[src/rtl/audio_stereo_mixer.sv]
// Stereo post-processor between the core's SOUND_L/SOUND_R and the DACs:
// crossfeed, optional DC blocker, anti-pop gain ramp, with saturation throughout.
module audio_stereo_mixer #(
  parameter int W         = 16,
  parameter int DCB_EN    = 1,
  parameter int DCB_SHIFT = 10,
  parameter int RAMP_STEP = 1
) (
  input  logic         clk_i,
  input  logic         res_n_i,
  input  logic         ce_i,
  input  logic [1:0]   mix_i,
  input  logic         mute_i,
  input  logic [W-1:0] left_i,
  input  logic [W-1:0] right_i,
  output logic [W-1:0] left_o,
  output logic [W-1:0] right_o,
  output logic         valid_o
);

  // Wide enough for the gain product (W + 9-bit gain + sign) and every intermediate sum.
  localparam int XW = W + 10;
  localparam logic signed [XW-1:0] SAT_HI = {{(XW-W+1){1'b0}}, {(W-1){1'b1}}};
  localparam logic signed [XW-1:0] SAT_LO = {{(XW-W+1){1'b1}}, {(W-1){1'b0}}};
  localparam logic [W-1:0]         MID    = {1'b1, {(W-1){1'b0}}};
  localparam logic [8:0]           GMAX   = 9'd256;
  localparam logic [9:0]           STEP   = 10'(RAMP_STEP);

  function automatic logic signed [XW-1:0] sx(input logic signed [W-1:0] v);
    return {{(XW-W){v[W-1]}}, v};
  endfunction

  function automatic logic signed [W-1:0] sat(input logic signed [XW-1:0] v);
    if (v > SAT_HI)      return SAT_HI[W-1:0];
    else if (v < SAT_LO) return SAT_LO[W-1:0];
    else                 return v[W-1:0];
  endfunction

  // Offset-binary <-> two's complement is a single MSB flip in both directions.
  function automatic logic [W-1:0] flip(input logic [W-1:0] v);
    return {~v[W-1], v[W-2:0]};
  endfunction

  logic                vld_p1_q, vld_p2_q, vld_p3_q, vld_p4_q;
  logic signed [W-1:0] l_p1_q, r_p1_q, l_p2_q, r_p2_q, l_p3_q, r_p3_q;
  logic [1:0]          mix_p1_q;
  logic signed [W-1:0] xl_prev_q, xr_prev_q, yl_prev_q, yr_prev_q;
  logic [8:0]          gain_q, gain_d;
  logic [W-1:0]        left_q, right_q;

  logic signed [XW-1:0] l_p2_x, r_p2_x, d_p2, sh_p2, l_p2_d, r_p2_d;
  logic signed [XW-1:0] yl_p3_x, yr_p3_x;
  logic signed [W-1:0]  yl_p3_d, yr_p3_d;
  logic signed [XW-1:0] gain_x, pl_p4_x, pr_p4_x;
  logic [9:0]           gsum;

  // ---- S1: capture, convert to signed, latch mix with the sample
  always_ff @(posedge clk_i) begin
    if (ce_i) begin
      l_p1_q   <= flip(left_i);
      r_p1_q   <= flip(right_i);
      mix_p1_q <= mix_i;
    end
  end

  // ---- S2: crossfeed; mix 3 averages both channels with floor rounding
  always_comb begin
    l_p2_x = sx(l_p1_q);
    r_p2_x = sx(r_p1_q);
    d_p2   = r_p2_x - l_p2_x;
    case (mix_p1_q)
      2'd1:    sh_p2 = d_p2 >>> 3;
      2'd2:    sh_p2 = d_p2 >>> 2;
      2'd3:    sh_p2 = d_p2 >>> 1;
      default: sh_p2 = '0;
    endcase
    l_p2_d = l_p2_x + sh_p2;
    r_p2_d = r_p2_x - sh_p2;
    if (mix_p1_q == 2'd3) begin
      l_p2_d = (l_p2_x + r_p2_x) >>> 1;
      r_p2_d = l_p2_d;
    end
  end

  always_ff @(posedge clk_i) begin
    if (vld_p1_q) begin
      l_p2_q <= sat(l_p2_d);
      r_p2_q <= sat(r_p2_d);
    end
  end

  // ---- S3: DC blocker, state kept saturated so a full-scale step clamps instead of wrapping
  always_comb begin
    yl_p3_x = sx(l_p2_q) - sx(xl_prev_q) + sx(yl_prev_q) - (sx(yl_prev_q) >>> DCB_SHIFT);
    yr_p3_x = sx(r_p2_q) - sx(xr_prev_q) + sx(yr_prev_q) - (sx(yr_prev_q) >>> DCB_SHIFT);
    yl_p3_d = sat(yl_p3_x);
    yr_p3_d = sat(yr_p3_x);
  end

  always_ff @(posedge clk_i or negedge res_n_i) begin
    if (!res_n_i) begin
      xl_prev_q <= '0;
      xr_prev_q <= '0;
      yl_prev_q <= '0;
      yr_prev_q <= '0;
    end else if (vld_p2_q) begin
      xl_prev_q <= l_p2_q;
      xr_prev_q <= r_p2_q;
      yl_prev_q <= yl_p3_d;
      yr_prev_q <= yr_p3_d;
    end
  end

  always_ff @(posedge clk_i) begin
    if (vld_p2_q) begin
      l_p3_q <= (DCB_EN != 0) ? yl_p3_d : l_p2_q;
      r_p3_q <= (DCB_EN != 0) ? yr_p3_d : r_p2_q;
    end
  end

  // ---- S4: gain ramp; the gain moves one step after each sample that used it
  always_comb begin
    gain_x  = {{(XW-9){1'b0}}, gain_q};
    pl_p4_x = (sx(l_p3_q) * gain_x) >>> 8;
    pr_p4_x = (sx(r_p3_q) * gain_x) >>> 8;
    gsum    = {1'b0, gain_q} + STEP;
    if (mute_i) gain_d = ({1'b0, gain_q} > STEP) ? (gain_q - STEP[8:0]) : 9'd0;
    else        gain_d = (gsum >= {1'b0, GMAX}) ? GMAX : gsum[8:0];
  end

  always_ff @(posedge clk_i or negedge res_n_i) begin
    if (!res_n_i) begin
      vld_p1_q <= 1'b0;
      vld_p2_q <= 1'b0;
      vld_p3_q <= 1'b0;
      vld_p4_q <= 1'b0;
      gain_q   <= '0;
      left_q   <= MID;
      right_q  <= MID;
    end else begin
      vld_p1_q <= ce_i;
      vld_p2_q <= vld_p1_q;
      vld_p3_q <= vld_p2_q;
      vld_p4_q <= vld_p3_q;
      if (vld_p3_q) begin
        left_q  <= flip(sat(pl_p4_x));
        right_q <= flip(sat(pr_p4_x));
        gain_q  <= gain_d;
      end
    end
  end

  assign left_o  = left_q;
  assign right_o = right_q;
  assign valid_o = vld_p4_q;

endmodule

[config.mk]
export PLATFORM = sky130hd
export DESIGN_NAME = audio_stereo_mixer
export DESIGN_NICKNAME = d
export VERILOG_FILES = /design/src/rtl/audio_stereo_mixer.sv
export SDC_FILE = /design/constraint.sdc
export NUM_CORES = 1
export LEC_CHECK = 0
export BUFFER_PORTS_ARGS = -buffer_cell sky130_fd_sc_hd__clkbuf_2
export CAP_MARGIN = 10
export CORE_AREA = 2 2 319 321
export CTS_CLUSTER_SIZE = 12
export DETAILED_ROUTE_END_ITERATION = 10
export DIE_AREA = 0 0 321 323
export GPL_ROUTABILITY_DRIVEN = 0
export GPL_TIMING_DRIVEN = 0
export SETUP_SLACK_MARGIN = 0.05
export SYNTH_ARGS = -nofsm -noshare
export SYNTH_HDL_FRONTEND = slang
export SYNTH_SLANG_ARGS = --single-unit
[constraint.sdc]
create_clock -name clk_i -period 7.1 [get_ports clk_i]
set_input_delay 0.71 -clock clk_i [delete_from_list [all_inputs] [get_ports clk_i]]
set_output_delay 0.71 -clock clk_i [all_outputs]
set_load 0.03 [all_outputs]
==> flow_summary.json, run 1 <==
{
  "crit-reg2reg-launch": "gain_q[5]",
  "setup_repair_after_global_routing_missed_its_margin": "false",
  "grt_first_pass_wirelength_um": 99600,
  "worstHoldPathType": "in2reg",
  "cts.path.max_buffers": 3,
  "via_count": 18400,
  "synth.cell_area_mm2": 0.0249,
  "worstRegToRegCells": 23,
  "start_util_pct": 24.7,
  "first_global_vias": 19000,
  "flip_flop_and_latch_count_after_synthesis": 207,
  "result_of_the_run": "completed",
  "cts_root_buf": "sky130_fd_sc_hd__clkbuf_16",
  "most_frequent_cell_after_synthesis": "sky130_fd_sc_hd__inv_1",
  "synth_common_cells": "422 x sky130_fd_sc_hd__inv_1, 310 x sky130_fd_sc_hd__fa_1, 267 x sky130_fd_sc_hd__nand2_1, 214 x sky130_fd_sc_hd__ha_1, 176 x sky130_fd_sc_hd__and2_1",
  "fin_setup_tns_ns": 0,
  "cts_tree": "built",
  "worstPathArrival_ns": 7.16,
  "drc_errors": 0,
  "finalNetCount": 3314,
  "die-width_um": 321,
  "globalRoute.totalOverflow": 0,
  "floorplan.io_pins": 71,
  "timing.final.max_slew_violations": 0,
  "synth_cell_types": 88,
  "dominantRegCellSynth": "sky130_fd_sc_hd__dfrtp_1",
  "setup_viol": 0,
  "n_antenna_cell": 0,
  "timing.critical_path.to_type": "register",
  "worstSkewPairLatency_ns": 0.58,
  "syn_avg_cell_area_um2": 9.37,
  "dpl.hpwl_um": 49100,
  "ys_warn_count": 0,
  "min_delay_worst_endpoint": "r_p1_q[1]",
  "grt_max_degree": 96,
  "yosysSeqAreaShare_pct": 22.8,
  "worstSetupStartpointType": "register",
  "global_route.usage.total_pct": 11.8,
  "floorplan.die_area_mm2": 0.104,
  "critical_path.cell_chain": "clkbuf_2 > buf_2 > and2_1 > fa_1 > fa_1 > inv_1 > fa_1 > inv_1 > fa_1 > inv_1 > fa_1 > inv_1 > ha_1 > a21o_1 > a221o_1 > a211o_1 > a21oi_2 > o21ai_2 > a2111o_1 > nand3_1 > o21a_2 > clkbuf_4 > a21oi_1",
  "fin_worst_hold_slack_ns": 0.317,
  "worst_hold_startpoint": "right_i[1]",
  "maximum_clock_skew_at_final_layout_ns": 0.0141,
  "post_route_cells_drive_above_1_share_pct": 7.90,
  "via_density_per_instance": 4.50,
  "detail_route.wl_per_cell_um": 14.8,
  "postSynthNetCount": 3214,
  "maxCapViolations": 0,
  "max_clock_freq_ghz": 0.149,
  "first_pass_iters": 5,
  "whs_path_depth": 1,
  "cpMaxStageDelayCell": "sky130_fd_sc_hd__fa_1",
  "tightestPinTransition_ns": 1.08,
  "pre_cts_ws_ns": -0.346,
  "detailedRoute.firstIterationViolations": 1058,
  "cts_made_buffers": 26,
  "synth.top_cells.by_area": "sky130_fd_sc_hd__fa_1 25%, sky130_fd_sc_hd__edfxtp_1 12%, sky130_fd_sc_hd__dfrtp_1 11%, sky130_fd_sc_hd__ha_1 11%, sky130_fd_sc_hd__inv_1 6.4%",
  "core_mm2": 0.101,
  "wl_um": 60400,
  "timing.final.ws_setup_ns": 0.395,
  "place.port_buffers": 70,
  "cp_data_required_time_ns": 7.55,
  "critPathKind": "reg2reg",
  "edff_count_synth": 98,
  "num_rows": 117,
  "clock_transition_time_at_the_flip_flop_clock_pins_of_the_worst_setup_and_hold_paths_ns": 0.06,
  "clock-sinks": 207,
  "worst_path_largest_cell_delay_ns": 0.55,
  "setup.reg_to_reg.worst_slack_ns": 0.39,
  "h-tree-depth": 1,
  "die_h_um": 323,
  "final_min_period_over_clock_period_pct": 94.4,
  "grt_antenna_before_repair": 0,
  "slew-limit-headroom_pct": 27.8,
  "flow.area_growth_from_synthesis_pct": 12.0,
  "final_antenna_net_count": 0,
  "most_frequent_cp_cell": "sky130_fd_sc_hd__fa_1",
  "synthesis.instances": 2652,
  "reg2reg_to": "left_o[9]",
  "synth_area_leader_cell": "sky130_fd_sc_hd__fa_1",
  "synth_top_cell_area_share_pct": 25.0,
  "async_flop_share_pct": 52.7,
  "final_hold_fails": 0,
  "period_minus_slack_ns": 6.71,
  "worst-path-max-fanout": 10
}
area by class of cell:
cell class / count / area [um2]
Fill cell: 10700 / 72900
Multi-Input combinational cell: 1921 / 17200
Sequential cell: 207 / 5670
Tap cell: 1309 / 1640
Inverter: 422 / 1580
Clock buffer: 38 / 737
Buffer: 101 / 462
Timing Repair Buffer: 73 / 424
Clock inverter: 10 / 98.8
per-stage QoR:
step | cell area, um2 | utilization (%) | cells
after detailed placement | 26900 | 26.7 | 4032
after floorplan | 24900 | - | 2652
after global routing | 27800 | 27.6 | 4081
final | 27800 | 27.6 | 4081
after global placement | 26800 | 26.7 | 4031
after CTS | 27800 | 27.6 | 4080
cells in the final DEF (no fill, tap or decap), types with 12 or more instances in the layout:
cell type                   instances
sky130_fd_sc_hd__inv_1            422
sky130_fd_sc_hd__clkbuf_2          82
sky130_fd_sc_hd__nand4_1           12
sky130_fd_sc_hd__clkbuf_16         27
sky130_fd_sc_hd__a21o_1            44
sky130_fd_sc_hd__mux2_2            19
sky130_fd_sc_hd__a31oi_1           22
sky130_fd_sc_hd__nor3_1            36
sky130_fd_sc_hd__fa_1             310
sky130_fd_sc_hd__o21ai_0          103
sky130_fd_sc_hd__nand3_1           40
sky130_fd_sc_hd__and3_1            16
sky130_fd_sc_hd__o21bai_1          15
sky130_fd_sc_hd__and2_1           176
sky130_fd_sc_hd__dfrtp_1          106
sky130_fd_sc_hd__ha_1             214
sky130_fd_sc_hd__or3_1             12
sky130_fd_sc_hd__xor2_1            37
sky130_fd_sc_hd__o21a_1            25
sky130_fd_sc_hd__xnor2_1           81
sky130_fd_sc_hd__mux2i_1           12
sky130_fd_sc_hd__a21oi_1          148
sky130_fd_sc_hd__nor2_1           118
sky130_fd_sc_hd__nand2b_1          25
sky130_fd_sc_hd__edfxtp_1          98
sky130_fd_sc_hd__clkbuf_1          67
sky130_fd_sc_hd__nor2b_1           20
sky130_fd_sc_hd__nand2_1          267
critical path: cells and delay by family (launching register included):
| kind | cells | cell delay [ns] |
|---|---|---|
| adder cells (fa/ha/maj) | 6 | 2.85 |
| flip-flops | 1 | 0.43 |
| AO/OA/AOI/OAI | 8 | 1.94 |
| AND/OR/NAND/NOR | 2 | 0.42 |
| buffers and inverters | 7 | 0.94 |
how the worst max path moves through the flow:
stage,startpoint,endpoint,slack (ns)
global route,gain_q[7],right_o[9],0.06
detailed placement,gain_q[5],left_o[9],-0.35
floorplan,gain_q[3],left_o[10],0.82
finish,gain_q[5],left_o[9],0.39
CTS,gain_q[6],left_o[9],0.05
global placement,gain_q[3],left_o[7],-0.32
cell families after synthesis:
family                   after synthesis  share of synthesized area [%]
AO/OA/AOI/OAI                        487                           12.7
XOR/XNOR                             118                           4.16
adder cells (fa/ha/maj)              524                           35.7
AND/OR/NAND/NOR                      760                           15.1
multiplexers                          32                           1.40
flip-flops                           207                           22.8
buffers and inverters                524                           8.02
routing by layer:
layer	global-route usage (%)	vias to the layer above	part of all wire, %
met3	1.73	85	4.6
met4	2.79	2	2.7
met5	0.463	-	0.12
li1	-	8882	-
met1	16.4	8997	47
met2	19.4	399	45
timing repair:
action | 4_1_cts | 5_1_grt
hold buffers | 1 | 0
hold endpoints to repair | 14 | 0
setup buffers | 0 | 0
endpoints found under the setup margin | 30 | 31
resized for setup | 14 | 47
Power of run 1 is not shown: default switching activity piles up to over one toggle a cycle in this logic, so the estimate is an artifact.
==> run 2, diff against run 1 <==
CTS_CLUSTER_SIZE = default   (was 12)
PLACE_DENSITY = 0.46   (was default)
==> run 2 against run 1 <==
  * Die area is the same
  * Via count shrank 2.4%
  * Routed wire length grew 7.6%
  * Global-route usage grew 1.0 points
  * Cell count is essentially flat
  * Fmax shrank 0.33%
==> flow_summary.json, run 2 (same netlist as run 1, synthesis figures left out) <==
{
  "wl_um": 65000,
  "via_count": 17900,
  "critPathKind": "reg2reg",
  "place.port_buffers": 70,
  "final_antenna_net_count": 0,
  "worstSkewPairLatency_ns": 0.60,
  "floorplan.die_area_mm2": 0.104,
  "setup_viol": 0,
  "post_route_cells_drive_above_1_share_pct": 8.25,
  "cts.path.max_buffers": 3,
  "use_met1_pct": 18.3,
  "start_util_pct": 24.7,
  "max_clock_freq_ghz": 0.149,
  "num_rows": 117,
  "dpl.hpwl_um": 52500,
  "pre_cts_ws_ns": -0.335,
  "slew-limit-headroom_pct": 29.2,
  "maximum_clock_skew_at_final_layout_ns": 0.0391,
  "worstHoldPathType": "in2reg",
  "cp_data_required_time_ns": 7.61,
  "final_hold_fails": 0,
  "dpl_cell_area_mm2": 0.0269,
  "cts_made_buffers": 27,
  "globalRoute.totalOverflow": 0,
  "via_density_per_instance": 4.39,
  "critPathBufInv": 8,
  "detailedRoute.firstIterationViolations": 782,
  "period_minus_slack_ns": 6.73,
  "worst_path_largest_cell_delay_ns": 0.59,
  "core_mm2": 0.101,
  "num-fill-cells": 10800,
  "grt_antenna_before_repair": 0,
  "first_global_vias": 19000,
  "final_cell_mix": "421 x sky130_fd_sc_hd__inv_1, 309 x sky130_fd_sc_hd__fa_1, 267 x sky130_fd_sc_hd__nand2_1",
  "timing.final.ws_setup_ns": 0.373,
  "die_h_um": 323,
  "maxCapViolations": 0,
  "finalNetCount": 3317,
  "clock_transition_time_at_the_flip_flop_clock_pins_of_the_worst_setup_and_hold_paths_ns": 0.06,
  "fin_worst_hold_slack_ns": 0.307,
  "cts_tree": "built",
  "commonest_non_fill_non_tap_cell_in_the_layout": "sky130_fd_sc_hd__inv_1",
  "die-width_um": 321,
  "floorplan.io_pins": 71,
  "grt_first_pass_wirelength_um": 107000,
  "worst-path-max-fanout": 10,
  "clock-sinks": 207,
  "met3_usage_pct": 1.39,
  "global_route.usage.met2_pct": 21.3,
  "timing.final.max_slew_violations": 0,
  "n_antenna_cell": 0,
  "first_pass_iters": 5,
  "drc_errors": 0,
  "global_route.usage.total_pct": 12.9,
  "flow.area_growth_from_synthesis_pct": 12.1,
  "result_of_the_run": "completed",
  "worstPathArrival_ns": 7.24,
  "setup_repair_after_global_routing_missed_its_margin": "false",
  "critical_path.top_delay_family": "adder cells",
  "detail_route.wl_per_cell_um": 15.9,
  "critical_path.cell_chain": "buf_2 > clkbuf_4 > nand2_1 > inv_1 > fa_2 > inv_2 > fa_1 > inv_1 > fa_1 > fa_1 > inv_1 > fa_1 > inv_1 > ha_1 > a21o_1 > a21oi_1 > nor2b_1 > or4_1 > a31o_2 > a311oi_1 > nand3_1 > o21a_2 > clkbuf_4 > a21oi_1",
  "cts_root_buf": "sky130_fd_sc_hd__clkbuf_16",
  "grt_most_used_layer": "met2",
  "worstSetupStartpointType": "register",
  "final_min_period_over_clock_period_pct": 94.8,
  "post-route-util_pct": 27.7,
  "final_area_mm2": 0.0279,
  "timing.critical_path.to_type": "register",
  "tightestPinTransition_ns": 1.06,
  "h-tree-depth": 1,
  "cpMaxStageDelayCell": "sky130_fd_sc_hd__fa_2",
  "grt_max_degree": 74
}
## run 2: path summary, 6_finish.rpt
| kind | startpoint | to | slack [ns] | cells after the start |
|---|---|---|---|---|
| max | gain_q[1] | left_o[12] | 0.37 | 24 |
| min | right_i[2] | r_p1_q[2] | 0.31 | 1 |
| max reg2reg | gain_q[1] | left_o[12] | 0.37 | 24 |
| min reg2reg | left_o[15] | left_o[15] | 0.49 | 2 |
| max in group asynchronous | res_n_i | vld_p2_q | 5.70 | 3 |
| min in group asynchronous | res_n_i | right_o[12] | 0.57 | 2 |
## run 2: stage by stage
| stage | setup TNS (ns) | instances |
|---|---|---|
| 6_report | 0 | 4084 |
| 5_1_grt | 0 | 4084 |
| 4_1_cts | 0 | 4082 |
| 3_5_place_dp | -6.40 | 4032 |
| 3_3_place_gp | -6.98 | 4031 |
| 2_1_floorplan | 0 | 2652 |
## run 2: layout make-up
cell class	instances	area [um2]	area share, %
plain buffers	102	464	1.67
clock buffers	30	697	2.50
clock inverters	19	168	0.602
inverters	422	1580	5.69
multi-input cells	1921	17200	61.7
flip-flops and latches	207	5680	20.4
well taps	1309	1640	5.88
repair buffers	74	432	1.55
## run 2: what timing repair did
action                                 CTS  global route
hold buffers                             1             0
setup endpoints to repair               30            30
gates resized for setup                 14            50
cloned                                   0             0
pin swaps                                0             2
setup buffers                            0             1
endpoints found under the hold margin    2             0
## run 2: per-layer routing
metal / part of all wire (%) / routed length [um] / up-vias
met1: 50 / 32300 / 8747
met4: 1.7 / 1110 / 0
met5: 0 / 0 / -
li1: - / - / 8893
met3: 2.8 / 1850 / 54
met2: 46 / 29700 / 232
## run 2: worst register-to-register path: cells and delay by family (launching register included)
family / cells / cell delay (ns)
flip-flops: 1 / 0.39
AND/OR/NAND/NOR: 4 / 0.85
AO/OA/AOI/OAI: 6 / 1.35
adder cells (fa/ha/maj): 6 / 3.00
buffers and inverters: 8 / 1.05
Power of run 2 is left out for the same reason.
